<file path="src/rtl/stack_cpu_pkg.sv">
// Shared types and constants for the parametrised stack CPU core.
package stack_cpu_pkg;

   localparam int unsigned OpcodeW = 3;

   typedef enum logic [2:0] {
      OpAdd  = 3'b000,
      OpSub  = 3'b001,
      OpAnd  = 3'b010,
      OpNot  = 3'b011,
      OpPush = 3'b100,
      OpPop  = 3'b101,
      OpJmp  = 3'b110,
      OpJz   = 3'b111
   } opcode_e;

   typedef logic [2:0] state_t;

   localparam state_t StFetch  = 3'd0;
   localparam state_t StDecode = 3'd1;
   localparam state_t StPopA   = 3'd2;
   localparam state_t StPopB   = 3'd3;
   localparam state_t StExec   = 3'd4;
   localparam state_t StMemRd  = 3'd5;
   localparam state_t StMemWr  = 3'd6;
   localparam state_t StHalt   = 3'd7;

endpackage

</file>
<file path="src/rtl/hw_stack.sv">
// LIFO operand stack; pointer wraps modulo STACK_DEPTH, occupancy count saturates.
module hw_stack #(
   parameter int unsigned DATA_W      = 8,
   parameter int unsigned STACK_DEPTH = 8
) (
   input  logic              clk,
   input  logic              rst,
   input  logic              push,
   input  logic              pop,
   input  logic [DATA_W-1:0] din,
   output logic [DATA_W-1:0] tos,
   output logic              full,
   output logic              empty
);

   localparam int unsigned IdxW = $clog2(STACK_DEPTH);
   localparam logic [IdxW:0] FullCnt = (IdxW + 1)'(STACK_DEPTH);

   logic [DATA_W-1:0] mem_q [STACK_DEPTH];
   logic [IdxW-1:0]   ptr_q;
   logic [IdxW-1:0]   top_idx;
   logic [IdxW:0]     cnt_q;

   assign top_idx = ptr_q - 1'b1;
   assign tos     = mem_q[top_idx];
   assign full    = (cnt_q == FullCnt);
   assign empty   = (cnt_q == '0);

   always_ff @(posedge clk or posedge rst) begin
      if (rst) begin
         ptr_q <= '0;
         cnt_q <= '0;
      end else if (push) begin
         ptr_q <= ptr_q + 1'b1;
         if (!full) cnt_q <= cnt_q + 1'b1;
      end else if (pop) begin
         ptr_q <= ptr_q - 1'b1;
         if (!empty) cnt_q <= cnt_q - 1'b1;
      end
   end

   // Storage carries no reset; the occupancy count defines what is valid.
   always_ff @(posedge clk) begin
      if (push) mem_q[ptr_q] <= din;
   end

endmodule

</file>
<file path="src/rtl/stack_cpu_core.sv">
// Multicycle stack-machine core with a single ready-handshaked memory port.
// Define STACK_CPU_STACK_CHECK_EN to enable overflow/underflow detection and HALT.
module stack_cpu_core
   import stack_cpu_pkg::*;
#(
   parameter int unsigned DATA_W      = 8,
   parameter int unsigned ADDR_W      = 5,
   parameter int unsigned STACK_DEPTH = 8
) (
   input  logic              clk,
   input  logic              rst,
   output logic [ADDR_W-1:0] mem_addr,
   output logic [DATA_W-1:0] mem_wdata,
   input  logic [DATA_W-1:0] mem_rdata,
   output logic              mem_re,
   output logic              mem_we,
   input  logic              mem_ready,
   output logic [ADDR_W-1:0] pc_out,
   output logic              halted,
   output logic              stack_err
);

`ifdef STACK_CPU_STACK_CHECK_EN
   localparam bit CheckEn = 1'b1;
`else
   localparam bit CheckEn = 1'b0;
`endif

   state_t            state_q, state_d;
   logic [ADDR_W-1:0] pc_q, pc_d;
   opcode_e           op_q, op_d;
   logic [ADDR_W-1:0] adr_q, adr_d;
   logic [DATA_W-1:0] a_q, a_d;
   logic [DATA_W-1:0] b_q, b_d;
   logic              re_q, re_d;
   logic              we_q, we_d;
   logic [ADDR_W-1:0] addr_q, addr_d;
   logic [DATA_W-1:0] wdata_q, wdata_d;
   logic              halted_q, halted_d;
   logic              err_q, err_d;

   logic              st_push, st_pop, st_full, st_empty;
   logic [DATA_W-1:0] st_din, st_tos;
   logic              fetch_next, fault;

   hw_stack #(
      .DATA_W      (DATA_W),
      .STACK_DEPTH (STACK_DEPTH)
   ) u_stack (
      .clk   (clk),
      .rst   (rst),
      .push  (st_push),
      .pop   (st_pop),
      .din   (st_din),
      .tos   (st_tos),
      .full  (st_full),
      .empty (st_empty)
   );

   function automatic logic [DATA_W-1:0] alu(input opcode_e op, input logic [DATA_W-1:0] a,
                                             input logic [DATA_W-1:0] b);
      case (op)
         OpAdd:   return b + a;
         OpSub:   return b - a;
         OpAnd:   return b & a;
         default: return ~a;
      endcase
   endfunction

   always_comb begin
      state_d    = state_q;
      pc_d       = pc_q;
      op_d       = op_q;
      adr_d      = adr_q;
      a_d        = a_q;
      b_d        = b_q;
      re_d       = re_q;
      we_d       = we_q;
      addr_d     = addr_q;
      wdata_d    = wdata_q;
      halted_d   = halted_q;
      err_d      = err_q;
      st_push    = 1'b0;
      st_pop     = 1'b0;
      st_din     = mem_rdata;
      fetch_next = 1'b0;
      fault      = 1'b0;

      case (state_q)
         StFetch: begin
            // Only after reset does FETCH arrive without the request already raised.
            if (!re_q) begin
               re_d   = 1'b1;
               addr_d = pc_q;
            end else if (mem_ready) begin
               op_d    = opcode_e'(mem_rdata[DATA_W-1 -: OpcodeW]);
               adr_d   = mem_rdata[ADDR_W-1:0];
               pc_d    = pc_q + 1'b1;
               re_d    = 1'b0;
               state_d = StDecode;
            end
         end
         StDecode: begin
            case (op_q)
               OpPush: begin
                  if (CheckEn && st_full) begin
                     fault = 1'b1;
                  end else begin
                     re_d    = 1'b1;
                     addr_d  = adr_q;
                     state_d = StMemRd;
                  end
               end
               OpJmp: begin
                  pc_d       = adr_q;
                  fetch_next = 1'b1;
               end
               OpPop: begin
                  // Write is launched early so POP completes alongside the pop itself.
                  if (!(CheckEn && st_empty)) begin
                     we_d    = 1'b1;
                     addr_d  = adr_q;
                     wdata_d = st_tos;
                  end
                  state_d = StPopA;
               end
               default: state_d = StPopA;
            endcase
         end
         StPopA: begin
            if (CheckEn && st_empty) begin
               fault = 1'b1;
            end else begin
               st_pop = 1'b1;
               a_d    = st_tos;
               case (op_q)
                  OpNot: state_d = StExec;
                  OpJz: begin
                     if (st_tos == '0) pc_d = adr_q;
                     fetch_next = 1'b1;
                  end
                  OpPop: begin
                     if (mem_ready) fetch_next = 1'b1;
                     else           state_d    = StMemWr;
                  end
                  default: state_d = StPopB;
               endcase
            end
         end
         StPopB: begin
            if (CheckEn && st_empty) begin
               fault = 1'b1;
            end else begin
               st_pop  = 1'b1;
               b_d     = st_tos;
               state_d = StExec;
            end
         end
         StExec: begin
            st_push    = 1'b1;
            st_din     = alu(op_q, a_q, b_q);
            fetch_next = 1'b1;
         end
         StMemRd: begin
            if (mem_ready) begin
               st_push    = 1'b1;
               fetch_next = 1'b1;
            end
         end
         StMemWr: begin
            if (mem_ready) fetch_next = 1'b1;
         end
         default: begin
            re_d = 1'b0;
            we_d = 1'b0;
         end
      endcase

      if (fetch_next) begin
         state_d = StFetch;
         re_d    = 1'b1;
         we_d    = 1'b0;
         addr_d  = pc_d;
      end
      if (fault) begin
         state_d  = StHalt;
         halted_d = 1'b1;
         err_d    = 1'b1;
         re_d     = 1'b0;
         we_d     = 1'b0;
      end
   end

   always_ff @(posedge clk or posedge rst) begin
      if (rst) begin
         state_q  <= StFetch;
         pc_q     <= '0;
         op_q     <= OpAdd;
         adr_q    <= '0;
         a_q      <= '0;
         b_q      <= '0;
         re_q     <= 1'b0;
         we_q     <= 1'b0;
         addr_q   <= '0;
         wdata_q  <= '0;
         halted_q <= 1'b0;
         err_q    <= 1'b0;
      end else begin
         state_q  <= state_d;
         pc_q     <= pc_d;
         op_q     <= op_d;
         adr_q    <= adr_d;
         a_q      <= a_d;
         b_q      <= b_d;
         re_q     <= re_d;
         we_q     <= we_d;
         addr_q   <= addr_d;
         wdata_q  <= wdata_d;
         halted_q <= halted_d;
         err_q    <= err_d;
      end
   end

   assign mem_addr  = addr_q;
   assign mem_wdata = wdata_q;
   assign mem_re    = re_q;
   assign mem_we    = we_q;
   assign pc_out    = pc_q;
   assign halted    = halted_q;
   assign stack_err = err_q;

endmodule

</file>
<file path="config.mk">
export PLATFORM = sky130hd
export DESIGN_NAME = stack_cpu_core
export DESIGN_NICKNAME = d
export VERILOG_FILES = /design/src/rtl/stack_cpu_pkg.sv /design/src/rtl/hw_stack.sv /design/src/rtl/stack_cpu_core.sv
export SDC_FILE = /design/constraint.sdc
export NUM_CORES = 1
export LEC_CHECK = 0
export ABC_AREA = 1
export BUFFER_PORTS_ARGS = -buffer_cell sky130_fd_sc_hd__buf_2
export CELL_PAD_IN_SITES_DETAIL_PLACEMENT = 1
export CELL_PAD_IN_SITES_GLOBAL_PLACEMENT = 2
export CORE_AREA = 2 2 125 127
export CTS_CLUSTER_DIAMETER = 40
export DETAILED_ROUTE_END_ITERATION = 16
export DIE_AREA = 0 0 127 129
export GPL_ROUTABILITY_DRIVEN = 0
export PLACE_DENSITY = 0.93
export SLEW_MARGIN = 20
export SYNTH_ARGS = -nofsm -noshare
export SYNTH_HDL_FRONTEND = slang
export SYNTH_SLANG_ARGS = --single-unit
</file>
<file path="constraint.sdc">
create_clock -name clk -period 4.3 [get_ports clk]
set_clock_uncertainty 0.2 [all_clocks]
set_input_delay 0.43 -clock clk [delete_from_list [all_inputs] [get_ports clk]]
set_output_delay 0.43 -clock clk [all_outputs]
set_load 0.01 [all_outputs]
</file>
Word level (Yosys, flattened, before mapping)

Memories as Yosys holds them, arrays and structs flattened.
Cells that the tools add are included.

Output and inout bits: 22
Word-level logic and storage cells: 97
Bits in writable memories: 64
Memories kept: 1
Input port bits: 11
Flip-flop bits (word level): 50

Multiplexer cells: 37
Bitwise operators: 2
$add $sub $neg: 5
Equal/unequal tests: 24
Reductions and logical operators: 17

Memories:

| name          | depth | bits a word | read ports | clocked after Yosys merged registers in | wr ports | line           | text |
|---|---|---|---|---|---|---|---|
| u_stack.mem_q | 8     | 8           | 1          | 0                                       | 1        | hw_stack.sv:19 | `logic [DATA_W-1:0] mem_q [STACK_DEPTH];` |

Operators with widths:

| operator           | count |
|---|---|
| $mux 5             | 8 |
| $pmux 8 s3         | 1 |
| $eq 3x3->1 const B | 7 |
| $ne 3x3->1 const B | 7 |
| $mux 3             | 6 |
| $pmux 5 s3         | 1 |
| $eq 3x2->1 const B | 4 |
| $pmux 3 s4         | 1 |
| $mux 1             | 11 |
| $pmux 5 s2         | 1 |
| $pmux 3 s3         | 1 |
| $add 8x8->8        | 1 |
| $and 8x8->8        | 1 |
| $logic_not 8->1    | 1 |
| $mux 8             | 1 |
| $not 8->8          | 1 |
| $sub 8x8->8        | 1 |
| $eq 3x1->1 const B | 2 |
| $logic_not 3->1    | 2 |
| $pmux 1 s2         | 3 |
| $pmux 3 s2         | 1 |
| $reduce_and 2->1   | 3 |
| $reduce_and 3->1   | 2 |
| $reduce_and 6->1   | 1 |
| 14 further kinds   | 17 |

Depth between registers and ports, before layout

An unclocked memory read counts as a cell.

Word-level depth: 7
Gate-level depth with buffers: 18
Mapped depth without buffers: 17

Modules after synthesis

From an unflattened synthesis, not the netlist that was laid out.

Cell total of the unflattened synthesis: 733
Area, all modules: 6272.3 um2

By module, submodules not included:

| module         | cells an instance | sequential area each (um2) | area an instance (um2) | instances |
|---|---|---|---|---|
| hw_stack       | 289               | 2097.0                     | 3154.3                 | 1 |
| stack_cpu_core | 444               | 1176.1                     | 3118.0                 | 1 |

Worst setup path before layout

Ideal clock, no wire load.

Path kind: flip-flop to flip-flop
Start: reg op_q[2]
End: mem u_stack.mem_q[0][6], data pin
Arrival time: 2463 ps
Clock period less this slack: 2928 ps
Slack: 1372 ps
Buffers on the path: 0
Required time: 3835 ps
Cell stages (with the launch flop): 17
Library setup time: 265 ps
Cells stage by stage: dfrtp_1 inv_2 nand3_1 nand2_1 o21ai_0 fa_1 inv_1 nand2_1 a21oi_1 o21ai_0 nand2_1 a21oi_1 nand2_1 nand2_1 o21ai_0 a21oi_1 o21ai_0

Longest elaborated chain between the ends: 3
Elaborated cells between the ends (all ways): 5
Classes of those cells: eq/ne: 2; mux: 2; reduce/logical: 1

RTL lines:

| item                                     | line                  | text |
|---|---|---|
| start: declaration                       | stack_cpu_core.sv:31  | `opcode_e op_q, op_d;` |
| start signal: assignment                 | stack_cpu_core.sv:198 | `op_q <= OpAdd;` |
| start signal: assignment                 | stack_cpu_core.sv:211 | `op_q <= op_d;` |
| $eq 3x2->1, or another cell as far along | stack_cpu_core.sv:62  | `case (op)` |
| $pmux 8 s3 (*)                           | stack_cpu_core.sv:62  |  |
| $mux 8 (*)                               | stack_cpu_core.sv:89  | `case (state_q)` |
| net st_din[6]                            | stack_cpu_core.sv:43  | `logic [DATA_W-1:0] st_din, st_tos;` |
| end: declaration                         | hw_stack.sv:19        |  |

The timed path passes the listed nets; every way through them passes the cells marked *.

Worst setup path after layout

Start: reg op_q[2]
End: mem u_stack.mem_q[1][6], data pin

The elaborated chain is that of the path after synthesis.

==> results.md <==
- Via density: 5.28
- Cell Area, Synth: 0.00607 sq mm
- Initial antenna violation count: 0
- Via count: 4,941
- Crit path capture type: register
- Layout cells sized above 1: 14.7%
- Mean post-synth cell area: 8.71 sq um
- R2r setup slk: 560 ps
- Post-layout minimum cycle time: 3740 ps
- F_max: 0.268 GHz
- Sequential element share of the synthesized area: 52.3%
- Setup Total Neg Slack: 0 ps
- Diodes inserted: 0
- Worst-path fanout max: 9
- Final WL: 17.2 mm
- Num CTS Buffers: 17
- Count of input and output buffers: 30
- # H-tree levels: 4
- CTS tree: built
- Worst Hold Class: input pin to async pin
- Most frequent cells in the layout: nand2_1 (199), inv_1 (77), edfxtp_1 (64)
- First-pass GRT wire length: 27.9 mm
- Cell count after synthesis: 697
- P_int: 0.00337 W
- Rows: 45
- Main synth FF type: edfxtp_1
- Initial Utilization: 40.5%
- Placed cells: 903
- Synth area leader: edfxtp_1
- Number of synthesized flops with an enable pin: 64
- Clk sink count: 114
- Reg power frac: 27.1%
- Number of global-route vias before repair: 5,402
- Fin Hold WS: -14.5 ps
- Drt wl/cell: 18.4 um
- Largest net degree at the start of global routing: 51
- Reg2Reg Depth: 16
- Post-CTS sizing: 0
- Die Footprint: 0.0164 sq mm
- Relative slew slack: 37.6%
- Clk pwr share: 20.4%
- Core Region: 0.0150 sq mm
- Req. time, crit path: 4210 ps
- Share of the synthesized area in the top cell type: 31.7%
- Startpoint types: register
- Final setup margin: 564 ps
- CTS Hold Bufs: 0
- Clk_lat worst skew: 420 ps
- Net count, final: 758
- Status: finished, violations left
- Switch Pwr: 0.00320 W
- Final period util: 86.9%
- Post-route insts no fill: 935
- DR iter-0 viols: 298
- Endpoints failing hold: 13
- Die H: 129 um
- RSZ-0062 raised after global routing: no
- Total of max-cap violations: 0
- Gr usage total: 22.4%
- Gr ovfl total: 0
- Failing checks: negative hold slack
- Dpl hpwl: 12.1 mm
- Logic pwr share: 52.4%
- Total iterations of the first detailed-routing run: 4
- Top post-synthesis cells by area: edfxtp_1 (32%), dfrtp_1 (21%), nand2_1 (12%)
- Root Driver: clkbuf_16
- Pins Over Slew Limit: 0
- Synthesis Warnings: 0
- Layout area overhead: 14.8%
- Leakage: 3.21 nW
- CP Class: register to register
- Max clock buf depth: 2
- Antenna viol nets, final: 0
- CP Data Arrival Time: 3650 ps
- Commonest non-fill, non-tap cell in the layout: nand2_1
- VDD IR max: 291 uV
- Setup WS pre-CTS: 642 ps
- Final Setup Violations: 0
- Tightest Pin Transition: 936 ps
- Chip width: 127 um
- Switching share of power: 48.7%
- Clk slew on worst S/H paths: 60 ps
- Post-synthesis async set-or-reset flop share: 43.9%
- Final Util: 46.5%
- Post-route DRC: 0
- Total setup buffers inserted after CTS: 0
- I/O pins: 33
- PD cells: 944 mW/mm^2
- Post-synth cell types: 48
- Post-synthesis register bit count: 114
-- stage by stage --
stage	hold slack [ps]	power, W	instance area (sq um)
floorplan	275	0.00425	6070
global placement	257	0.00505	6400
detailed placement	260	0.00523	6400
CTS	23.6	0.00663	6960
global route	59.2	0.00712	6960
finish	-14.5	0.00657	6960
-- cell usage after synthesis, types with 2 or more instances --
| library cell | n |
|---|---|
| inv_2 | 6 |
| nand2_2 | 12 |
| nor3_1 | 7 |
| nor2_1 | 52 |
| a211oi_1 | 7 |
| edfxtp_1 | 64 |
| a31oi_1 | 5 |
| buf_4 | 8 |
| ha_1 | 12 |
| nand2_1 | 199 |
| nor4_1 | 6 |
| a311oi_1 | 4 |
| nand4_1 | 5 |
| o21ai_0 | 49 |
| xor2_1 | 9 |
| dfrtp_1 | 50 |
| o21ai_1 | 17 |
| a21oi_1 | 19 |
| nand3_1 | 36 |
| a32oi_1 | 3 |
| clkbuf_1 | 9 |
| buf_6 | 2 |
| a22oi_1 | 3 |
| nand2_4 | 2 |
| or2_2 | 5 |
| nor2_8 | 3 |
| buf_2 | 5 |
| inv_1 | 78 |
-- state kept, by name (all words and copies together), names as in the netlist --
signal and flops:
a_q 8, adr_q 5, b_q 8, mem_addr 5, mem_re 1, mem_wdata 8, mem_we 1, op_q 3
pc_out 5, state_q 3, u_stack.mem_q 64, u_stack.ptr_q 3
-- worst paths after layout --
| check | to | from |
|---|---|---|
| worst max register to register | u_stack.mem_q[1][6] | op_q[2] |
| max in group asynchronous | mem_wdata[4] | rst |
| worst min register to register | mem_addr[1] | mem_addr[1] |
| min in group clk | adr_q[0] | mem_rdata[0] |
| worst min-delay path | op_q[0] | rst |
| worst max-delay path | u_stack.mem_q[1][6] | op_q[2] |
-- power by group through the flow --
| stage | Clock (W) | Sequential (W) | Combinational, W |
|---|---|---|---|
| floorplan | 0 | 0.00175 | 0.00249 |
| global placement | 0 | 0.00178 | 0.00327 |
| detailed placement | 0 | 0.00180 | 0.00343 |
| CTS | 0.00136 | 0.00178 | 0.00349 |
| global route | 0.00141 | 0.00182 | 0.00389 |
| finish | 0.00134 | 0.00178 | 0.00345 |
-- cells by family (layout without fill, tap and decap cells) --
group | count (synthesis) | count (layout) | synth area share (%)
simple gates | 333 | 333 | 24.4
compound gates | 114 | 114 | 10.7
flops | 114 | 114 | 52.3
mux | 1 | 1 | 0.165
buf+inv | 109 | 158 | 7.65
other cells | 1 | 2 | 0.0618
xor+xnor | 12 | 12 | 1.98
fa+ha+maj | 13 | 13 | 2.80
-- per-layer routing --
layer | wire length [um] | vias to the layer above | GRT usage, %
met1 | 7340 | 2466 | 27.0
met4 | 291 | 0 | 9.37
met3 | 585 | 20 | 4.20
met2 | 9020 | 73 | 39.7
met5 | 0 | - | 0
li1 | - | 2382 | -
-- worst max-delay path, cell delays in order (launching register included) --
cell,delay (ps)
dfrtp_1,450
inv_2,140
nand3_1,270
nand2_1,130
o21ai_0,150
fa_1,430
inv_1,70
nand2_1,70
a21oi_1,200
o21ai_0,140
nand2_1,90
a21oi_1,80
nand2_1,70
nand2_1,40
o21ai_0,180
a21oi_1,50
o21ai_0,640
-- area by class of cell --
| cell class | count | area [sq um] |
|---|---|---|
| clock buffer | 18 | 429 |
| clock inverter | 14 | 131 |
| tap | 188 | 235 |
| sequential | 114 | 3170 |
| inverter | 84 | 315 |
| timing repair buffer | 42 | 240 |
| fill | 1752 | 8010 |
| multi-input combinational | 475 | 2440 |
No activity file was read; power rests on OpenSTA's default activity.
